==> src/rtl/fetch_stage.sv <==
// Instruction-fetch stage: PC, req/ack instruction-memory port, IF/ID register.
// Optional performance counters are built when FETCH_PERF_EN is defined.
module fetch_stage #(
   parameter logic [31:0] RESET_PC = 32'h0000_0000
) (
   input  logic        clk,
   input  logic        rst,
   input  logic        stall_f,
   input  logic        stall_d,
   input  logic        pc_src_d,
   input  logic [31:0] pc_branch_d,
   input  logic        jump_d,
   input  logic [31:0] pc_jump_d,
   output logic        imem_req,
   output logic [31:0] imem_addr,
   input  logic        imem_ack,
   input  logic [31:0] imem_rdata,
   output logic [31:0] instr_d,
   output logic [31:0] pc_plus4_d,
   output logic        valid_d,
   output logic [31:0] perf_fetched,
   output logic [31:0] perf_bubbles
);

   typedef enum logic [1:0] {
      S_REQ  = 2'd0,
      S_HOLD = 2'd1,
      S_DROP = 2'd2
   } state_t;

   state_t      state_r, state_nxt_s;
   logic [31:0] pc_f_r, pc_f_nxt_s;
   logic [31:0] req_addr_r, req_addr_nxt_s;
   logic [31:0] buf_instr_r, buf_pc4_r;
   logic        buf_ld_s;
   logic        ld_ifid_s;
   logic [31:0] instr_nxt_s, pc4_nxt_s;
   logic        valid_nxt_s;
   logic        hold_s, redirect_s;
   logic [31:0] target_s, seq_pc4_s;

   assign hold_s     = stall_f | stall_d;
   assign redirect_s = (pc_src_d | jump_d) & ~hold_s;
   assign target_s   = jump_d ? pc_jump_d : pc_branch_d;
   assign seq_pc4_s  = req_addr_r + 32'd4;

   assign imem_req  = (state_r != S_HOLD);
   assign imem_addr = req_addr_r;

   // Next-state, PC/request-address and IF/ID load selection.
   always_comb begin
      state_nxt_s    = state_r;
      pc_f_nxt_s     = pc_f_r;
      req_addr_nxt_s = req_addr_r;
      buf_ld_s       = 1'b0;
      ld_ifid_s      = 1'b0;
      instr_nxt_s    = 32'd0;
      pc4_nxt_s      = 32'd0;
      valid_nxt_s    = 1'b0;
      case (state_r)
         S_REQ: begin
            if (redirect_s) begin
               ld_ifid_s  = 1'b1;
               pc_f_nxt_s = target_s;
               if (imem_ack) begin
                  req_addr_nxt_s = target_s;
               end else begin
                  // request still in flight: its word must be dropped on arrival
                  state_nxt_s = S_DROP;
               end
            end else if (imem_ack) begin
               if (!hold_s) begin
                  ld_ifid_s      = 1'b1;
                  instr_nxt_s    = imem_rdata;
                  pc4_nxt_s      = seq_pc4_s;
                  valid_nxt_s    = 1'b1;
                  pc_f_nxt_s     = seq_pc4_s;
                  req_addr_nxt_s = seq_pc4_s;
               end else begin
                  buf_ld_s    = 1'b1;
                  state_nxt_s = S_HOLD;
               end
            end else if (!hold_s) begin
               ld_ifid_s = 1'b1;
            end else begin
               ld_ifid_s = 1'b0;
            end
         end
         S_HOLD: begin
            if (redirect_s) begin
               ld_ifid_s      = 1'b1;
               pc_f_nxt_s     = target_s;
               req_addr_nxt_s = target_s;
               state_nxt_s    = S_REQ;
            end else if (!hold_s) begin
               ld_ifid_s      = 1'b1;
               instr_nxt_s    = buf_instr_r;
               pc4_nxt_s      = buf_pc4_r;
               valid_nxt_s    = 1'b1;
               pc_f_nxt_s     = buf_pc4_r;
               req_addr_nxt_s = buf_pc4_r;
               state_nxt_s    = S_REQ;
            end else begin
               ld_ifid_s = 1'b0;
            end
         end
         S_DROP: begin
            if (redirect_s) begin
               pc_f_nxt_s = target_s;
            end else begin
               pc_f_nxt_s = pc_f_r;
            end
            ld_ifid_s = ~hold_s;
            if (imem_ack) begin
               req_addr_nxt_s = pc_f_nxt_s;
               state_nxt_s    = S_REQ;
            end else begin
               state_nxt_s = S_DROP;
            end
         end
         default: begin
            state_nxt_s    = S_REQ;
            pc_f_nxt_s     = RESET_PC;
            req_addr_nxt_s = RESET_PC;
         end
      endcase
   end

   // State, PC, request address, skid buffer and IF/ID registers.
   always_ff @(posedge clk or posedge rst) begin
      if (rst) begin
         state_r     <= S_REQ;
         pc_f_r      <= RESET_PC;
         req_addr_r  <= RESET_PC;
         buf_instr_r <= 32'd0;
         buf_pc4_r   <= 32'd0;
         instr_d     <= 32'd0;
         pc_plus4_d  <= 32'd0;
         valid_d     <= 1'b0;
      end else begin
         state_r    <= state_nxt_s;
         pc_f_r     <= pc_f_nxt_s;
         req_addr_r <= req_addr_nxt_s;
         if (buf_ld_s) begin
            buf_instr_r <= imem_rdata;
            buf_pc4_r   <= seq_pc4_s;
         end
         if (ld_ifid_s) begin
            instr_d    <= instr_nxt_s;
            pc_plus4_d <= pc4_nxt_s;
            valid_d    <= valid_nxt_s;
         end
      end
   end

`ifdef FETCH_PERF_EN
   logic [31:0] fetched_r, bubbles_r;

   // Delivered-instruction and bubble counters; every IF/ID load is a non-hold cycle.
   always_ff @(posedge clk or posedge rst) begin
      if (rst) begin
         fetched_r <= 32'd0;
         bubbles_r <= 32'd0;
      end else if (ld_ifid_s) begin
         if (valid_nxt_s) begin
            fetched_r <= fetched_r + 32'd1;
         end else begin
            bubbles_r <= bubbles_r + 32'd1;
         end
      end
   end

   assign perf_fetched = fetched_r;
   assign perf_bubbles = bubbles_r;
`else
   assign perf_fetched = 32'd0;
   assign perf_bubbles = 32'd0;
`endif

endmodule

==> config.mk <==
export PLATFORM = sky130hd
export DESIGN_NAME = fetch_stage
export DESIGN_NICKNAME = d
export VERILOG_FILES = /design/src/rtl/fetch_stage.sv
export SDC_FILE = /design/constraint.sdc
export NUM_CORES = 1
export LEC_CHECK = 0
export ABC_AREA = 1
export ABC_CLOCK_PERIOD_IN_PS = 9200
export CELL_PAD_IN_SITES_DETAIL_PLACEMENT = 0
export CELL_PAD_IN_SITES_GLOBAL_PLACEMENT = 1
export CORE_ASPECT_RATIO = 0.9
export CORE_MARGIN = 4
export CORE_UTILIZATION = 38
export CTS_CLUSTER_DIAMETER = 50
export DETAILED_ROUTE_END_ITERATION = 16
export PLACE_DENSITY = 0.89
export SYNTH_ARGS = -nofsm -noshare
export SYNTH_HDL_FRONTEND = slang
export SYNTH_SLANG_ARGS = --single-unit
==> constraint.sdc <==
create_clock -name clk -period 9.2 [get_ports clk]
set_input_delay 1.38 -clock clk [delete_from_list [all_inputs] [get_ports clk]]
set_output_delay 1.38 -clock clk [all_outputs]
set_load 0.02 [all_outputs]
# [Word-level counts from Yosys, hierarchy flattened]
# Index checks and enable logic that the tools add are counted.
[totals] reg_bits=195 input_bits=103 out_inout_bits=162 elab_cells=71
[classes] add_sub_neg=1 eq_ne=10 mux=43 n_bitwise=4 reduce_logical=5
[op_table] operator="32-bit 2-to-1 mux" n=20
[op_table] operator="32-bit one-hot mux with 3 select lines" n=2
[op_table] operator="32-bit one-hot mux with 2 select lines" n=2
[op_table] operator="32-bit by 3-bit adder with 32-bit output, second input constant" n=1
[op_table] operator="3-bit inequality test, second input constant" n=5
[op_table] operator="2-bit 2-to-1 mux" n=7
[op_table] operator="1-bit 2-to-1 mux" n=9
[op_table] operator="4-bit AND reduction" n=2
[op_table] operator="2-bit one-hot mux with 3 select lines" n=1
[op_table] operator="2-bit inequality test, second input constant" n=2
[op_table] operator="1-bit one-hot mux with 2 select lines" n=2
[op_table] operator="3-bit AND reduction" n=1
[op_table] operator="2-bit by 1-bit == test with 1-bit output, second input constant" n=1
[op_table] operator="2-bit == test, second input constant" n=1
[op_table] operator="2-bit zero test" n=1
[op_table] operator="2-bit by 1-bit inequality test with 1-bit output, second input constant" n=1
[op_table] operator="1-bit bitwise OR" n=2
[op_table] operator="2-bit OR reduction" n=1
[op_table] operator="1-bit bitwise AND" n=1
[op_table] operator="1-bit inverter" n=1

# [Depth between registers and ports, before layout]
# Gate-level depths: netlist of run 1.
[depth] ltp_word=6 ltp_mapped=11 depth_no_buf=11

# [Worst setup path before layout of run 1]
# Ideal clock, no wire load.
[synth_timing] path_kind="input port to flip-flop" startpoint="input port jump_d" endpoint="register req_addr_r[12], in the netlist imem_addr[12]" setup_time_ns=0.134 t_arrival_ns=2.396 t_required_ns=9.066 setup_slack_ns=6.671 path_stages=11 path_buffers=3 cell_sequence="buf_2 -> nor2_4 -> nor2_2 -> buf_6 -> nand2_2 -> buf_4 -> o21ai_0 -> o21ai_0 -> nand2_1 -> nand2_1 -> o21ai_0"
[synth_via] elab_chain_cells=5 word_cells_on_any_way=12 classes_between="eq/ne (2); mux (7); bitwise (2); reduce/logical (1)"
[synth_rtl] element="start: declaration" line="12" source="input logic jump_d,"
[synth_rtl] element="1-bit bitwise OR" line="43" source="assign redirect_s = (pc_src_d | jump_d) & ~hold_s;"
[synth_rtl] element="1-bit bitwise AND" line="43"
[synth_rtl] element="32-bit 2-to-1 mux" line="108" source="if (redirect_s) begin"
[synth_rtl] element="32-bit 2-to-1 mux" line="114" source="if (imem_ack) begin"
[synth_rtl] element="32-bit one-hot mux with 3 select lines" line="60" source="case (state_r)"
[synth_rtl] element="end signal: assignment" line="143" source="req_addr_r <= req_addr_nxt_s;"
[synth_rtl] element="end: declaration" line="33" source="logic [31:0] req_addr_r, req_addr_nxt_s;"
# Parallel ways exist; a longest one is shown, timed or not. The select of a mux whose other input is x is not followed.
# A chain may end at the register's enable or synchronous reset.

# [Final worst setup path of run 1]
[layout_timing] startpoint="input port jump_d" endpoint="register pc_f_r[16]"
[layout_via] elab_chain_cells=4 word_cells_on_any_way=11 classes_between="eq/ne (3); mux (5); bitwise (2); reduce/logical (1)"
[layout_rtl] element="1-bit bitwise OR" line="43"
[layout_rtl] element="1-bit bitwise AND" line="43"
[layout_rtl] element="3-bit inequality test (no source line) (tied with other cells)"
[layout_rtl] element="3-bit AND reduction (no source line) / 32-bit one-hot mux with 3 select lines (equally long branches)"
[layout_rtl] element="end signal: assignment" line="142" source="pc_f_r <= pc_f_nxt_s;"
[layout_rtl] element="end: declaration" line="32" source="logic [31:0] pc_f_r, pc_f_nxt_s;"
# Parallel ways exist; a longest one is shown, timed or not.

==> results of run 1 <==
worst min-delay path: cells and delay by family (launching register included):
| kind | cells | cell delay [ns] |
|---|---|---|
| AND/OR/NAND/NOR | 2 | 0.11 |
| flip-flops | 1 | 0.35 |
routing by layer:
layer,global-route usage,vias up,routed length (um)
met2,0.319,421,14100
met3,0.0475,28,3140
met4,0.0426,0,459
met1,0.334,4573,15600
met5,0,-,0
li1,-,4678,-
cells in the final DEF, fill, tap and decap left out, drive strengths merged, types with 3 or more instances in the layout:
cell           instances
a21oi                 19
nor2                 123
nand3                 78
dfrtp                195
nand2                494
buf                   10
clkinv                 5
o221ai                 8
inv                  115
conb                  64
o21ai                171
xnor2                  4
o211ai                50
clkbuf                18
clkdlybuf4s50        200
xor2                   3
worst max-delay path by stage:
stage,slack [ns],cells past startpoint,start,to
2_1_floorplan,2.51,1,rst,buf_instr_r[0]
3_3_place_gp,4.47,12,jump_d,pc_f_r[4]
3_5_place_dp,4.40,12,jump_d,pc_f_r[16]
4_1_cts,4.85,12,jump_d,pc_f_r[16]
5_1_grt,4.59,12,jump_d,pc_f_r[14]
6_report,4.77,12,jump_d,pc_f_r[16]
per-stage QoR:
stage	std cells	utilization
floorplan	1462	-
global placement	1892	0.458
detailed placement	1892	0.458
CTS	1924	0.480
global route	1924	0.480
finish	1924	0.480
power by group:
| group | internal (mW) | total [mW] | switching, mW | leakage, nW |
|---|---|---|---|---|
| Clock | 0.374 | 0.760 | 0.387 | 0.287 |
| Combinational | 0.463 | 1.24 | 0.778 | 3.06 |
| Sequential | 1.15 | 1.40 | 0.245 | 2.56 |
| Total | 1.99 | 3.40 | 1.41 | 5.90 |
sequential cells by signal, indices dropped and copies added (netlist names):
| register | flops |
|---|---|
| buf_pc4_r | 32 |
| instr_d | 32 |
| buf_instr_r | 32 |
| pc_f_r | 32 |
| imem_addr | 32 |
| pc_plus4_d | 32 |
| state_r | 2 |
| valid_d | 1 |
layout make-up:
| cell class | count | area share |
|---|---|---|
| repair buffers | 210 | 0.160 |
| clock buffers | 18 | 0.0338 |
| well taps | 354 | 0.0341 |
| flip-flops and latches | 195 | 0.376 |
| clock inverters | 14 | 0.0121 |
| multi-input cells | 1025 | 0.352 |
| inverters | 108 | 0.0318 |
kinds of logic after synthesis:
| kind of cell | count (synthesis) |
|---|---|
| AO/OA/AOI/OAI | 254 |
| buffers and inverters | 242 |
| AND/OR/NAND/NOR | 699 |
| adder cells (fa/ha/maj) | 1 |
| XOR/XNOR | 7 |
| other | 1 |
| flip-flops | 195 |
==> results.md, run 1 <==
* YS warnings at 0
* Die area at 30200 um2
* Largest net degree at the start of global routing at 136
* Min Clock Period, post-route at 4.43 ns
* Vias in the first global route at 9035
* Multi-input gate area at 4570 um2
* DR vias at 9700
* Static leakage at 5.90 nW
* Layout cells sized above 1 at 0.0478
* Critical path peak fanout at 56
* Clock H-tree levels at 4
* Final worst-path setup slack at 4.77 ns
* First-pass GRT wire length at 51.7 mm
* DRC Markers at 0
* Synth Instances at 1399
* Netlist cell types at 31
* Pre-Repair DR Iteration Count at 5
* Area Overhead vs Synth at 24.4%
* Syn Area/Cell at 7.46 um2
* R2r setup slk at 6.19 ns
* Synth Area in Compound Gates at 0.139
* Clk_lat worst skew at 0.44 ns
* Worst-margin pin slew at 1.15 ns
* Mapped cell area at 10400 um2
* Max_slew headroom at 0.235
* CTS Hold Bufs at 0
* CP delay by family, top: buffers and inverters
* CTS max path bufs at 2
* Worst r2r src: state_r[1]
* RR Endpoint: pc_f_r[16]
* Power density over the cells at 262 nW/um2
* Slowest-stage cell, CP: nor2_2
* DP HPWL at 23.6 mm
* Nets at 1661
* Die Wd at 183 um
* Initial Util at 0.386
* Register area at 4880 um2
* # clock sinks at 195
* Fin Hold WS at 0.483 ns
* Filler instances at 2665
* Post-Synth Adder-Cell Area at 0.00120
* Prevailing post-synth register cell: dfrtp_1
* Die span in y at 165 um
* Post-Route WL at 33.4 mm
* Post-Place Worst Slack at 4.40 ns
* Result of the run: finished clean
* CTS buffer count at 17
* Core ar. at 27000 um2
* Most used cell, CP: buf_4
* Final setup viols at 0
* Fin crit share at 0.481
* Gpl congestion at 0.921
* Post-synthesis register bit count at 195
* Max-Cap Viols at 0
* Iter 0 DRT Violations at 866
* Worst Path Arrival at 4.72 ns
* Post-Route Setup TNS at 0 ns
* Post-layout power at 3.40 mW
* Peak supply drop at 0.000133 V
* Min-Delay Path Class: flip-flop to flip-flop
* Final Cell Area at 13000 um2
* CTS tree: done
* Synth area leaders: dfrtp_1 (47%), nand2_1 (18%), o21ai_0 (5.8%), buf_4 (5.1%), nor2_1 (4.0%)
* WL/cell at 17.3 um
* Fmax at 226 MHz
* Post-synthesis sequential area ratio at 0.468
* Worst hold path startpoint: pc_f_r[8]
* Worst setup SP type: input pin
* Gates resized, CTS repair at 0
* CP peak stage delay at 0.93 ns
* Worst Skew at 0.0134 ns
* Mux cell area share after synthesis at 0
* Xor/xnor share of the synthesized area at 0.00588
* Most frequent cell after synthesis: nand2_1
* Main combinational cell family by area after synthesis: simple AND/OR/NAND/NOR gates
* Number of synthesized flops with an enable pin at 0
* FF-to-FF path depth at 9
* Simple-gate share of the synthesized area at 0.267
* Post-CTS Setup Inserts at 0
* Antenna diodes at 0
* Top cells by count, synth: nand2_1 (489), dfrtp_1 (195), o21ai_0 (121)
* Kind of critical path: input pin to flip-flop
* Worst path buffer plus inverter count at 5
* Port buffer count at 200
* Required @ worst endpoint at 9.49 ns
* Post-synth ARST share at 1.00
* Initial antenna violation count at 0
* Total grt overflow at 0
* Pins Over Slew Limit at 0
* Hold Fails Final Rpt at 0
* Crit end category: flip-flop
* Worst hold path depth at 2
* RSZ-0062 raised after global routing: no
* I/O pins at 265
* Routed Antenna Nets at 0
* Routed vias/inst at 5.04
* FP Rows at 57
* Cell Area, Placed at 12400 um2
* Top-area cell type share of the netlist area at 0.468
* GRT Total Usage at 0.218
* Cell Chain, Critical Path: clkdlybuf4s50_1 -> buf_4 -> nor2_4 -> nor2_4 -> buf_4 -> nor2_2 -> nand2_1 -> o21ai_2 -> buf_4 -> inv_2 -> nand2_1 -> o21ai_1
* Largest area contributor in the netlist: dfrtp_1
* Root buffer cell: clkbuf_16
* CTS clk-pin slew, worst paths at 0.08 ns
* End of the worst hold path: pc_f_r[8]
Note: power is estimated with default switching activity, not from simulation.
==> inputs of run 2 (changes only) <==
- ABC_CLOCK_PERIOD_IN_PS: 9200 -> 4100
- CORE_UTILIZATION: 38 -> 36
- PLACE_DENSITY: 0.89 -> 0.85
- clock period: 9.2 -> 4.1 ns (I/O delays scaled with it)
==> results.md, run 2 (same netlist as run 1, synthesis figures left out) <==
* Peak supply drop at 0.000372 V (+180%)
* Core ar. at 28200 um2 (+4.4%)
* Result of the run: finished clean
* RR Endpoint: pc_plus4_d[10]
* Initial antenna violation count at 0 (unchanged)
* RSZ-0062 raised after global routing: no
* Most frequent cells in the layout: nand2_1 (488), clkdlybuf4s50_1 (200), dfrtp_1 (195), o21ai_0 (121), nor2_1 (111)
* Die span in y at 169 um (+2.6%)
* WL/cell at 18.1 um (+4.5%)
* Area Overhead vs Synth at 25.2%
* Antenna diodes at 0 (unchanged)
* Max_slew headroom at 0.383 (+0.148)
* Die Wd at 187 um (+2.6%)
* FP Rows at 58 (+1.8%)
* Port buffer count at 200 (unchanged)
* Die area at 31800 um2 (+5.3%)
* Routed vias/inst at 5.09 (+0.99%)
* Power density over the cells at 589 nW/um2 (+120%)
* Clk_lat worst skew at 0.45 ns (about the same)
* First-pass GRT wire length at 54.4 mm (+5.4%)
* DP HPWL at 25.0 mm (+5.9%)
* Largest net degree at the start of global routing at 81 (-40%)
* Fmax at 353 MHz
* Final setup viols at 0 (unchanged)
* Layout cells sized above 1 at 0.0514 (+0.00363)
* Clock H-tree levels at 4 (unchanged)
* GRT Total Usage at 0.218 (-0.000250)
* Post-CTS Setup Inserts at 0 (unchanged)
* Post-Place Worst Slack at 1.13 ns (-3.27 ns)
* Most common cell after layout, fill and taps aside: nand2_1
* CTS buffer count at 17 (unchanged)
* Crit end category: primary output
* Initial Util at 0.370 (-0.0164)
* # clock sinks at 195 (unchanged)
* Worst-margin pin slew at 0.924 ns (-0.223 ns)
* Max-Cap Viols at 0 (unchanged)
* CTS max path bufs at 2 (unchanged)
* Kind of critical path: flip-flop to primary output
* I/O pins at 265 (unchanged)
* Hold Fails Final Rpt at 0 (unchanged)
* DRC Markers at 0 (unchanged)
* Final core utilization at 0.463 (-0.0178)
* R2r setup slk at 1.61 ns (-4.58 ns)
* Pins Over Slew Limit at 0 (unchanged)
* Worst setup SP type: flip-flop
* CTS tree: done
* Register area at 4880 um2 (unchanged)
* Static leakage at 5.94 nW (+0.75%)
* Nets at 1667 (+0.36%)
* Min-Delay Path Class: flip-flop to flip-flop
* Worst Path Arrival at 2.22 ns (-2.50 ns)
* CTS Hold Bufs at 0 (unchanged)
* Gates resized, CTS repair at 0 (unchanged)
* Iter 0 DRT Violations at 932 (+7.6%)
* Critical path peak fanout at 13 (-77%)
* Gpl congestion at 0.959 (+4.1%)
* Total grt overflow at 0 (unchanged)
* Worst hold path startpoint: pc_f_r[4]
* Post-Route Setup TNS at 0 ns (unchanged)
* Min Clock Period, post-route at 2.83 ns
* Final worst-path setup slack at 1.27 ns (-3.50 ns)
* Post-Route WL at 35.1 mm (+5.1%)
* Post-layout power at 7.69 mW (+130%)
* Routed Antenna Nets at 0 (unchanged)
* Root buffer cell: clkbuf_16
* Pre-Repair DR Iteration Count at 6 (+1)
* CTS clk-pin slew, worst paths at 0.08 ns (about the same)
* End of the worst hold path: pc_f_r[4]
* Filler instances at 2816 (+5.7%)
* Multi-input gate area at 4570 um2 (-0.16%)
* Fin Hold WS at 0.479 ns (-0.00337 ns)
* Vias in the first global route at 9418 (+4.2%)
* Fin crit share at 0.690
* Worst Skew at 0.0181 ns (+0.00470 ns)
* Worst hold path depth at 2 (unchanged)
* Required @ worst endpoint at 3.48 ns (-6.01 ns)
* Worst r2r src: state_r[1]
* FF-to-FF path depth at 6 (-3)
* DR vias at 9857 (+1.6%)
==> run 2: critical path, stage by stage, from the launching register on <==
cell and delay (ns):
dfrtp_1 0.54, inv_2 0.09, nand2_1 0.43, clkdlybuf4s50_1 0.71
==> run 2: through the flow <==
stage               area (um2)  cells
CTS                      13100   1936
global route             13100   1936
global placement         12500   1904
floorplan                10700   1462
detailed placement       12500   1904
finish                   13100   1936
==> run 2: power by group <==
group | internal (mW) | leakage [nW] | switching [mW]
Clock | 0.834 | 0.297 | 0.897
Sequential | 2.58 | 2.56 | 0.562
Combinational | 1.05 | 3.09 | 1.76
==> run 2: worst max path at each step <==
stage,start,to,cells past startpoint,slack [ns]
after global routing,state_r[1],imem_req,3,1.18
final,state_r[1],imem_req,3,1.27
after floorplan,rst,buf_instr_r[0],1,0.97
after global placement,jump_d,imem_addr[15],10,1.18
after CTS,state_r[1],imem_req,3,1.27
after detailed placement,jump_d,pc_plus4_d[10],7,1.13
==> run 2: layout make-up <==
class / instances / share of cell area
Sequential cell: 195 / 0.374
Multi-Input combinational cell: 1025 / 0.350
Clock buffer: 17 / 0.0326
Timing Repair Buffer: 216 / 0.164
Inverter: 108 / 0.0313
Tap cell: 360 / 0.0345
Clock inverter: 15 / 0.0138
==> run 2: per-layer routing <==
layer,part of all wire,track usage,vias up
li1,-,-,4686
met1,0.45,0.314,4642
met2,0.44,0.334,475
met3,0.087,0.0450,54
met4,0.024,0.0641,0
met5,0,0,-
==> inputs of run 3 (changes only) <==
- ABC_CLOCK_PERIOD_IN_PS: 4100 -> 2410
- CORE_UTILIZATION: 36 -> 32
- PLACE_DENSITY: 0.85 -> 0.8
- clock period: 4.1 -> 2.41 ns (I/O delays scaled with it)
==> results.md, run 3 (same netlist as run 1, synthesis figures left out) <==
* Worst setup SP type: flip-flop
* Core ar. at 32000 um2 (+13%)
* Post-Route WL at 36.1 mm (+3.0%)
* # clock sinks at 195 (unchanged)
* Worst Skew at 0.0189 ns (+0.000810 ns)
* Vias in the first global route at 9209 (-2.2%)
* CTS clk-pin slew, worst paths at 0.09 ns (about the same)
* I/O pins at 265 (unchanged)
* GRT Total Usage at 0.200 (-0.0184)
* Most common cell after layout, fill and taps aside: nand2_1
* Routed vias/inst at 4.84 (-4.9%)
* Area Overhead vs Synth at 28.7%
* Result of the run: finished clean
* Max-Cap Viols at 0 (unchanged)
* Fin crit share at 0.886
* DP HPWL at 26.5 mm (+6.1%)
* Required @ worst endpoint at 2.05 ns (-1.43 ns)
* Die Wd at 198 um (+5.8%)
* CP delay by family, top: flip-flops
* Worst r2r src: imem_addr[3]
* Antenna diodes at 0 (unchanged)
* R2r setup slk at 0.33 ns (-1.28 ns)
* Hold Fails Final Rpt at 0 (unchanged)
* Net switching fraction of the power at 0.410 (-0.00966)
* WL/cell at 17.9 um (-0.97%)
* Min Clock Period, post-route at 2.14 ns
* Cell Chain, Critical Path: inv_2 -> nand2_1 -> dlygate4sd2_1
* Max_slew headroom at 0.440 (+0.0569)
* Clk_lat worst skew at 0.44 ns (about the same)
* Die area at 35600 um2 (+12%)
* CTS max path bufs at 2 (unchanged)
* Logic pwr share at 0.373 (+0.007)
* Iter 0 DRT Violations at 763 (-18%)
* Peak supply drop at 0.000477 V (+28%)
* RR Endpoint: imem_addr[22]
* Nets at 1689 (+1.3%)
* DRC Markers at 0 (unchanged)
* Min-Delay Path Class: input pin to async pin
* Most frequent cells in the layout: nand2_1 (488), clkdlybuf4s50_1 (199), dfrtp_1 (195), o21ai_0 (121), nor2_1 (111)
* Initial Util at 0.326 (-0.0439)
* Static leakage at 6.09 nW (+2.5%)
* RSZ-0062 raised after global routing: no
* Kind of critical path: flip-flop to primary output
* Crit end category: primary output
* Final setup viols at 0 (unchanged)
* Worst path buffer plus inverter count at 2 (unchanged)
* Psw at 5.45 mW (+69%)
* Clock H-tree levels at 4 (unchanged)
* Worst Path Arrival at 1.77 ns (-0.45 ns)
* Critical path peak fanout at 7 (-6)
* CP peak stage delay at 0.54 ns (-0.17 ns)
* Port buffer count at 200 (unchanged)
* CTS tree: done
* Die span in y at 179 um (+5.8%)
* Sequential fraction of design power at 0.401 (-0.008)
* First-pass GRT wire length at 54.8 mm (+0.61%)
* Internal power at 7.86 mW (+76%)
* FF-to-FF path depth at 10 (+4)
* Slowest-stage cell, CP: dfrtp_1
* Fin Hold WS at 0.413 ns (-0.0664 ns)
* Power density over the cells at 992 nW/um2 (+68%)
* Final Cell Area at 13400 um2 (+2.8%)
* Worst-margin pin slew at 0.839 ns (-0.0852 ns)
* Gpl congestion at 0.914 (-4.7%)
* DR vias at 9748 (-1.1%)
* Pre-Repair DR Iteration Count at 5 (-1)
* Largest net degree at the start of global routing at 93 (+15%)
* Fmax at 468 MHz
* Placed insts at 1982 (+4.1%)
* CTS buffer count at 17 (unchanged)
* Cell Area, Placed at 12800 um2 (+2.9%)
* Initial antenna violation count at 0 (unchanged)
* Clock share of power at 0.226 (about the same)
* Routed Antenna Nets at 0 (unchanged)
* Root buffer cell: clkbuf_16
* FP Rows at 62 (+6.9%)
* Fin cells at 2013 (+4.0%)
* Total grt overflow at 0 (unchanged)
* Post-Route Setup TNS at 0 ns (unchanged)
* Final core utilization at 0.419 (-0.0435)
* Pins Over Slew Limit at 0 (unchanged)
* Layout cells sized above 1 at 0.0639 (+0.0125)
==> run 3: metal layers <==
metal	vias to the layer above	routed length [um]	GRT usage	share of wire
met1	4622	17000	0.298	0.47
met4	0	480	0.0399	0.013
met2	364	16000	0.308	0.44
met5	-	0	0	0
met3	27	2550	0.0304	0.071
li1	4735	-	-	-
==> run 3: area by class of cell <==
cell class                      instances  area [um2]
Timing Repair Buffer                  238        2440
Tap cell                              416         520
Clock buffer                           17         425
Multi-Input combinational cell       1025        4570
Clock inverter                         14         188
Sequential cell                       195        4880
Inverter                              108         409
Fill cell                            3283       18600
==> run 3: worst max-delay path by stage <==
| stage | cells after the start | startpoint | slack (ns) | end |
|---|---|---|---|---|
| floorplan | 1 | rst | -0.47 | buf_instr_r[0] |
| global placement | 7 | stall_d | 0.15 | pc_plus4_d[9] |
| detailed placement | 7 | stall_d | 0.08 | pc_plus4_d[9] |
| CTS | 3 | state_r[1] | 0.27 | imem_req |
| global route | 10 | imem_addr[3] | 0.19 | imem_addr[22] |
| finish | 3 | state_r[1] | 0.27 | imem_req |
==> run 3: repair_timing <==
item,CTS,global route
resized for setup,1,0
setup buffers,0,0
hold buffers,0,0
endpoints found under the setup margin,1,0
hold endpoints to repair,0,0
==> run 3: per-stage QoR <==
stage               setup slack [ns]  power [mW]
finish                         0.274        13.3
global route                   0.194        14.2
CTS                            0.271        13.4
detailed placement            0.0791        10.3
global placement               0.153        10.2
floorplan                     -0.470        8.10
==> run 3: worst reg2reg max path, stage by stage (launching register included) <==
cell and delay [ns]:
dfrtp_1 0.42, ha_1 0.26, nand2_1 0.08, nor2_1 0.16, nand2_1 0.17, nor2_2 0.31, nand3_1 0.23, nand3_1 0.14
nand2_1 0.07, nand2_1 0.08, nand2_1 0.05
==> run 3: power by group through the flow <==
stage               clock (mW)  sequential (mW)  combinational [mW]
floorplan                    0             5.54                2.57
global placement             0             5.36                4.86
CTS                       3.08             5.32                4.96
detailed placement           0             5.37                4.93
finish                    3.01             5.34                4.96
global route              3.21             5.47                5.49
